--- src/rtl/operand_forward_unit.sv ---
// ============================================================================
// Module   : operand_forward_unit
// Purpose  : Execute-side operand forwarding and EX/MEM/WB result pipeline for
//            the 8-bit MIPS core.
//            Optional macro FWD_CNT_EN adds the saturating fwd_cnt output.
// Revision : 1.0 - initial release
// ============================================================================
`default_nettype none

module operand_forward_unit #(
    parameter int DW  = 8,
    parameter int AW  = 5,
    parameter int OPW = 5
) (
    input  logic           clk,
    input  logic           reset,
    input  logic [1:0]     mux_sel_a,
    input  logic [1:0]     mux_sel_b,
    input  logic           imm_sel,
    input  logic [DW-1:0]  imm,
    input  logic [AW-1:0]  RW_dec,
    input  logic [OPW-1:0] op_dec,
    input  logic           mem_en_dec,
    input  logic           mem_rw_dec,
    input  logic           mem_mux_sel_dec,
    input  logic [DW-1:0]  rf_data_a,
    input  logic [DW-1:0]  rf_data_b,
    input  logic [DW-1:0]  alu_result,
    input  logic [DW-1:0]  dm_rdata,
    output logic [DW-1:0]  op_a,
    output logic [DW-1:0]  op_b,
    output logic [OPW-1:0] op_ex,
    output logic           mem_en,
    output logic           mem_rw,
    output logic [DW-1:0]  mem_addr,
    output logic [DW-1:0]  mem_wdata,
    output logic           wb_en,
    output logic [AW-1:0]  wb_addr,
    output logic [DW-1:0]  wb_data
`ifdef FWD_CNT_EN
    ,
    output logic [7:0]     fwd_cnt
`endif
);

    localparam logic [1:0] c_SEL_RF  = 2'b00;
    localparam logic [1:0] c_SEL_EX  = 2'b01;
    localparam logic [1:0] c_SEL_MEM = 2'b10;
    localparam logic [1:0] c_SEL_WB  = 2'b11;

    // EX stage
    logic           r_ex_valid;
    logic [DW-1:0]  r_op_a;
    logic [DW-1:0]  r_op_b;
    logic [OPW-1:0] r_op_ex;
    logic [AW-1:0]  r_ex_dest;
    logic           r_ex_mem_en;
    logic           r_ex_mem_rw;
    logic           r_ex_load;
    logic [DW-1:0]  r_ex_sdata;

    // MEM stage
    logic           r_mem_valid;
    logic [DW-1:0]  r_mem_res;
    logic [AW-1:0]  r_mem_dest;
    logic           r_mem_mem_en;
    logic           r_mem_mem_rw;
    logic           r_mem_load;
    logic [DW-1:0]  r_mem_wdata;

    // WB stage
    logic           r_wb_valid;
    logic           r_wb_en;
    logic [AW-1:0]  r_wb_addr;
    logic [DW-1:0]  r_wb_data;

    logic           w_dec_valid;
    logic [DW-1:0]  w_mem_fwd;
    logic [DW-1:0]  w_fwd_a;
    logic [DW-1:0]  w_fwd_b;
    logic           w_hit_a;
    logic           w_hit_b;
    logic           w_mem_store;
    logic           w_wb_en_next;

    assign w_dec_valid = (op_dec != '0) || (RW_dec != '0);
    assign w_mem_fwd   = r_mem_load ? dm_rdata : r_mem_res;
    assign w_mem_store = r_mem_mem_en & r_mem_mem_rw;

    // A select that names an empty stage quietly degrades to the register file.
    always_comb begin
        w_fwd_a = rf_data_a;
        w_hit_a = 1'b0;
        case (mux_sel_a)
            c_SEL_EX:  if (r_ex_valid)  begin w_fwd_a = alu_result; w_hit_a = 1'b1; end
            c_SEL_MEM: if (r_mem_valid) begin w_fwd_a = w_mem_fwd;  w_hit_a = 1'b1; end
            c_SEL_WB:  if (r_wb_valid)  begin w_fwd_a = r_wb_data;  w_hit_a = 1'b1; end
            default:   w_fwd_a = rf_data_a;
        endcase
    end

    always_comb begin
        w_fwd_b = rf_data_b;
        w_hit_b = 1'b0;
        case (mux_sel_b)
            c_SEL_EX:  if (r_ex_valid)  begin w_fwd_b = alu_result; w_hit_b = 1'b1; end
            c_SEL_MEM: if (r_mem_valid) begin w_fwd_b = w_mem_fwd;  w_hit_b = 1'b1; end
            c_SEL_WB:  if (r_wb_valid)  begin w_fwd_b = r_wb_data;  w_hit_b = 1'b1; end
            default:   w_fwd_b = rf_data_b;
        endcase
    end

    // Stores never write back; loads and ALU ops do unless targeting r0.
    assign w_wb_en_next = r_mem_valid & ~w_mem_store & (r_mem_dest != '0);

    always_ff @(posedge clk or negedge reset) begin
        if (!reset) begin
            r_ex_valid   <= 1'b0;
            r_op_a       <= '0;
            r_op_b       <= '0;
            r_op_ex      <= '0;
            r_ex_dest    <= '0;
            r_ex_mem_en  <= 1'b0;
            r_ex_mem_rw  <= 1'b0;
            r_ex_load    <= 1'b0;
            r_ex_sdata   <= '0;
            r_mem_valid  <= 1'b0;
            r_mem_res    <= '0;
            r_mem_dest   <= '0;
            r_mem_mem_en <= 1'b0;
            r_mem_mem_rw <= 1'b0;
            r_mem_load   <= 1'b0;
            r_mem_wdata  <= '0;
            r_wb_valid   <= 1'b0;
            r_wb_en      <= 1'b0;
            r_wb_addr    <= '0;
            r_wb_data    <= '0;
        end else begin
            r_ex_valid   <= w_dec_valid;
            r_op_a       <= w_fwd_a;
            r_op_b       <= imm_sel ? imm : w_fwd_b;
            r_op_ex      <= op_dec;
            r_ex_dest    <= RW_dec;
            r_ex_mem_en  <= mem_en_dec;
            r_ex_mem_rw  <= mem_rw_dec;
            r_ex_load    <= mem_mux_sel_dec;
            r_ex_sdata   <= w_fwd_b;

            r_mem_valid  <= r_ex_valid;
            r_mem_res    <= alu_result;
            r_mem_dest   <= r_ex_dest;
            r_mem_mem_en <= r_ex_mem_en;
            r_mem_mem_rw <= r_ex_mem_rw;
            r_mem_load   <= r_ex_load;
            r_mem_wdata  <= r_ex_sdata;

            r_wb_valid   <= r_mem_valid;
            r_wb_en      <= w_wb_en_next;
            r_wb_addr    <= r_mem_dest;
            r_wb_data    <= w_mem_fwd;
        end
    end

    assign op_a      = r_op_a;
    assign op_b      = r_op_b;
    assign op_ex     = r_op_ex;
    assign mem_en    = r_mem_valid & r_mem_mem_en;
    assign mem_rw    = mem_en & r_mem_mem_rw;
    assign mem_addr  = r_mem_res;
    assign mem_wdata = r_mem_wdata;
    assign wb_en     = r_wb_en;
    assign wb_addr   = r_wb_addr;
    assign wb_data   = r_wb_data;

`ifdef FWD_CNT_EN
    logic [7:0] r_fwd_cnt;
    logic [1:0] w_fwd_inc;
    logic [8:0] w_fwd_sum;

    // An immediate B operand is not a forwarded operand even if mux_sel_b is set.
    assign w_fwd_inc = {1'b0, w_hit_a} + {1'b0, w_hit_b & ~imm_sel};
    assign w_fwd_sum = {1'b0, r_fwd_cnt} + {7'b0, w_fwd_inc};

    always_ff @(posedge clk or negedge reset) begin
        if (!reset) begin
            r_fwd_cnt <= '0;
        end else begin
            r_fwd_cnt <= w_fwd_sum[8] ? 8'hFF : w_fwd_sum[7:0];
        end
    end

    assign fwd_cnt = r_fwd_cnt;
`endif

endmodule

`default_nettype wire
--- config.mk ---
export PLATFORM = sky130hd
export DESIGN_NAME = operand_forward_unit
export DESIGN_NICKNAME = d
export VERILOG_FILES = /design/src/rtl/operand_forward_unit.sv
export SDC_FILE = /design/constraint.sdc
export NUM_CORES = 1
export LEC_CHECK = 0
export CORE_ASPECT_RATIO = 0.8
export CORE_MARGIN = 5
export CORE_UTILIZATION = 50
export CTS_BUF_LIST = sky130_fd_sc_hd__clkbuf_2
export CTS_CLUSTER_SIZE = 24
export DETAILED_ROUTE_END_ITERATION = 16
export PLACE_DENSITY = 0.87
export SLEW_MARGIN = 20
export SYNTH_ARGS = -nofsm -noshare
export SYNTH_HDL_FRONTEND = slang
export SYNTH_SLANG_ARGS = --single-unit
--- constraint.sdc ---
create_clock -name clk -period 3.9 [get_ports clk]
set_input_delay 0.39 -clock clk [delete_from_list [all_inputs] [get_ports clk]]
set_output_delay 0.39 -clock clk [all_outputs]
set_load 0.1 [all_outputs]
* Yosys cells after proc, flatten, opt, wreduce, memory -nomap -nowiden
Cells that the tools add are included.
Word-level totals: register bits 78, input port bits 60, output and inout port bits 53, word-level logic and storage cells 46
Operators by class: eq/ne operators 6, muxes and demuxes 10, bitwise logic cells 6, reductions and logical operators 4
Operator list (number):
- $mux W8 | 8
- $pmux W8 S3 | 2
- $reduce_bool A5 Y1 | 3
- $eq A2 B2 Y1 const B | 4
- $and A1 B1 Y1 | 5
- $eq A2 B1 Y1 const B | 2
- $logic_or A1 B1 Y1 | 1
- $not A1 Y1 | 1

* Depth between registers and ports, before layout
depth after elaboration 4, gate-level depth with buffers 6, mapped depth without buffers 4

* Worst setup path after synthesis
OpenSTA, ideal clock, no wires.
path kind register -> output, from register r_mem_valid, to output port mem_rw, arrival time 1539 ps, data required time 3510 ps, path slack 1971 ps, cell stages (with the launch flop) 4, path buffers 2, cell sequence dfrtp_1 buf_4 clkbuf_1 and3_1
On the way: cells in the longest elaborated chain, start to end 2
RTL lines:
- start, declared | RTL line 63 | logic r_mem_valid;
- start signal, assigned | RTL line 149 | r_mem_valid <= r_ex_valid;
- $and A1 B1 Y1 | RTL line 167 | assign mem_en = r_mem_valid & r_mem_mem_en;
- $and A1 B1 Y1 | RTL line 168 | assign mem_rw = mem_en & r_mem_mem_rw;
- end, declared | RTL line 34 | output logic mem_rw,
Every way passes these cells.

* Worst setup path in the final report
from register r_wb_data[0] (netlist: wb_data[0]), to output port wb_data[0]
RTL lines:
- start, declared | RTL line 75 | logic [DW-1:0] r_wb_data;
- start signal, assigned | RTL line 160 | r_wb_data <= w_mem_fwd;
- end, declared | RTL line 39 | output logic [DW-1:0] wb_data
No word-level cell between the ends.

==> reports/results.txt <==
Place WS: 1640 ps
Hold Vio Cnt, Final: 0
Row Count: 26
routability cong.: 0.863
Hold Path Class: primary input to async pin
initial antenna violation count: 0
clk slew on worst S/H paths: 210 ps
IO buf count: 112
total grt overflow: 0
worst setup path class: flop to output port
clk buf depth: 2
post-synthesis average cell area: 11.6 um^2
CTS tree: done
Num CTS Buffers: 9
Post-Synth XOR/XNOR Area: 0%
DR pass1 iterations: 4
Final TNS setup: 0 ps
sequential-to-total area share from yosys stat: 60.0%
post-cts sizing count: 0
final setup vio count: 0
Routed WL per cell: 17.7 um
H-tree depth: 3
CP Max Fanout: 3
Die Y: 82.2 um
drt total wl: 8390 um
remaining antenna violation count after routing: 0
number of diodes: 0
die area: 8230 um^2
final core utilization: 70.4%
Core Area: 6340 um^2
placed inst area: 4310 um^2
First DRT Iteration DRCs: 173
Max stage delay on crit path: 1180 ps
Setup crit start kind: flop
PwrDens: 432 nW/um^2
compound-gate portion of the synthesized area: 13.1%
CP top delay family: buffers and inverters
post-synth top area share: 60.0%
layout cell share with drive strength beyond 1: 9.46%
adder-cell share of the synthesized area: 0%
Nets: 446
top area cells in the synthesized netlist: dfrtp_1, mux2i_1, nor2_1
first-pass GRT wire length: 13400 um
Skew-Pair Late Insertion Delay: 520 ps
RSZ-0062 raised after global routing: false
Initial Util: 51.3%
CP Data Required Time: 3510 ps
synth-to-layout area growth: 37.2%
Slew @ Worst Pin: 1000 ps
vias in the first global route: 2643
slowest CP cell: clkdlybuf4s50_1
fmax: 397 MHz
Setup WS post-layout: 1380 ps
VDD IR max: 0.278 mV
Synth Warn #: 0
clock skew: 26.7 ps
cell taking the most area after synthesis: dfrtp_1
post-layout instance area: 4470 um^2
Cells after Synth: 280
Post-route DRC: 0
clock sinks: 78
multiplexer share of the synthesized area: 10.1%
crit path DAT: 2130 ps
critical path, cell by cell: clkdlybuf4s50_1
clock root cell: clkbuf_2
routed via count: 2550
relative slew slack: 32.9%
min Tclk post-route: 2520 ps
Final period util: 64.5%
status: finished, final reports clean
Yosys reg bits: 78
chip width: 100 um
Unique masters post-synth: 25
max-slew violation count: 0
synthesized cell area: 3250 um^2
combinational family with the most area after synthesis: compound AO/OA/AOI/OAI gates
largest net degree at the start of global routing: 79
Leakage Power: 2.00 nW
All-Layer GR Usage: 21.4%
post-DP HPWL: 5950 um
total power: 0.00193 W
Ports: 113
Max-Cap Viols: 0
drt via density: 5.37
simple-gate portion of the synthesized area: 10.9%
Post-CTS Setup Bufs: 0
nature of the critical path endpoint: output port
Mapped Nets: 340
WP buf/inv: 1
timing repair:
item,CTS,global route
hold buffers,1,0
endpoints found under the setup margin,0,0
hold endpoints to repair,61,0
cell type report:
type | count | area [um^2]
Timing Repair Buffer | 114 | 1150
Fill cell | 457 | 1880
Tap cell | 84 | 105
Clock inverter | 6 | 62.6
Multi-Input combinational cell | 174 | 1110
Sequential cell | 78 | 1950
Inverter | 9 | 33.8
Clock buffer | 10 | 50.0
cell usage after synthesis:
| cell | n |
|---|---|
| nor4_1 | 2 |
| o21ai_0 | 8 |
| clkbuf_1 | 3 |
| a211oi_2 | 4 |
| nor2_1 | 42 |
| buf_4 | 3 |
| nand3_1 | 1 |
| and3_1 | 9 |
| a211oi_1 | 20 |
| buf_2 | 3 |
| clkbuf_4 | 1 |
| nor3_2 | 4 |
| buf_1 | 1 |
| or2_1 | 1 |
| inv_1 | 9 |
| buf_6 | 7 |
| a21boi_1 | 8 |
| mux2_2 | 8 |
| and2_1 | 1 |
| nor3_1 | 5 |
| nand2_1 | 12 |
| a21oi_1 | 25 |
| buf_12 | 1 |
| mux2i_1 | 24 |
| dfrtp_1 | 78 |
registers in the layout, summed over array words and instances (netlist names), 5 cells and up:
signal,flops
mem_addr,8
mem_wdata,8
op_a,8
op_b,8
r_ex_sdata,8
wb_data,8
op_ex,5
r_ex_dest,5
r_mem_dest,5
wb_addr,5
cells by family after synthesis:
logic type,after synthesis
and+or+nand+nor,77
DFF,78
muxes,32
AOI/OAI and AO/OA,65
buffers and inverters,28
power by group:
group	total, W	leakage (nW)	internal [W]	switching [W]
combinational	0.000615	1.04	0.000170	0.000445
sequential	0.000893	0.898	0.000868	0.0000255
clock	0.000419	0.0639	0.000147	0.000271
total	0.00193	2.00	0.00119	0.000742
layer usage:
| layer | share of wire (%) | track usage (%) |
|---|---|---|
| met1 | 39 | 25.3 |
| met2 | 49 | 35.4 |
| met3 | 11 | 9.15 |
| met4 | 1.0 | 7.54 |
| met5 | 0 | 0 |
cell usage in the layout (no fill, tap or decap), types with 9 or more instances in the layout:
cell	count
and3_1	9
a21oi_1	25
a211oi_1	20
inv_1	9
nor2_1	42
mux2i_1	24
nand2_1	12
clkbuf_2	10
clkdlybuf4s50_1	109
dfrtp_1	77
metrics by stage:
step                hold WS (ps)  cells
CTS                          238    474
global route                 210    475
detailed placement           335    457
floorplan                   94.4    280
global placement             332    457
finish                       260    475
worst paths after layout:
path / end / slack [ps] / depth (start not counted) / startpoint
setup reg to reg: op_b[7] / 2080 / 4 / r_mem_load
setup / recovery: wb_data[0] / 1380 / 1 / wb_data[0]
hold / removal: op_b[7] / 260 / 2 / reset
hold reg to reg: mem_wdata[2] / 370 / 0 / r_ex_sdata[2]
max in group asynchronous: r_mem_mem_en / 3060 / 3 / reset
min in group clk: r_ex_mem_rw / 290 / 1 / mem_rw_dec
No activity file was read; power rests on OpenSTA's default activity.
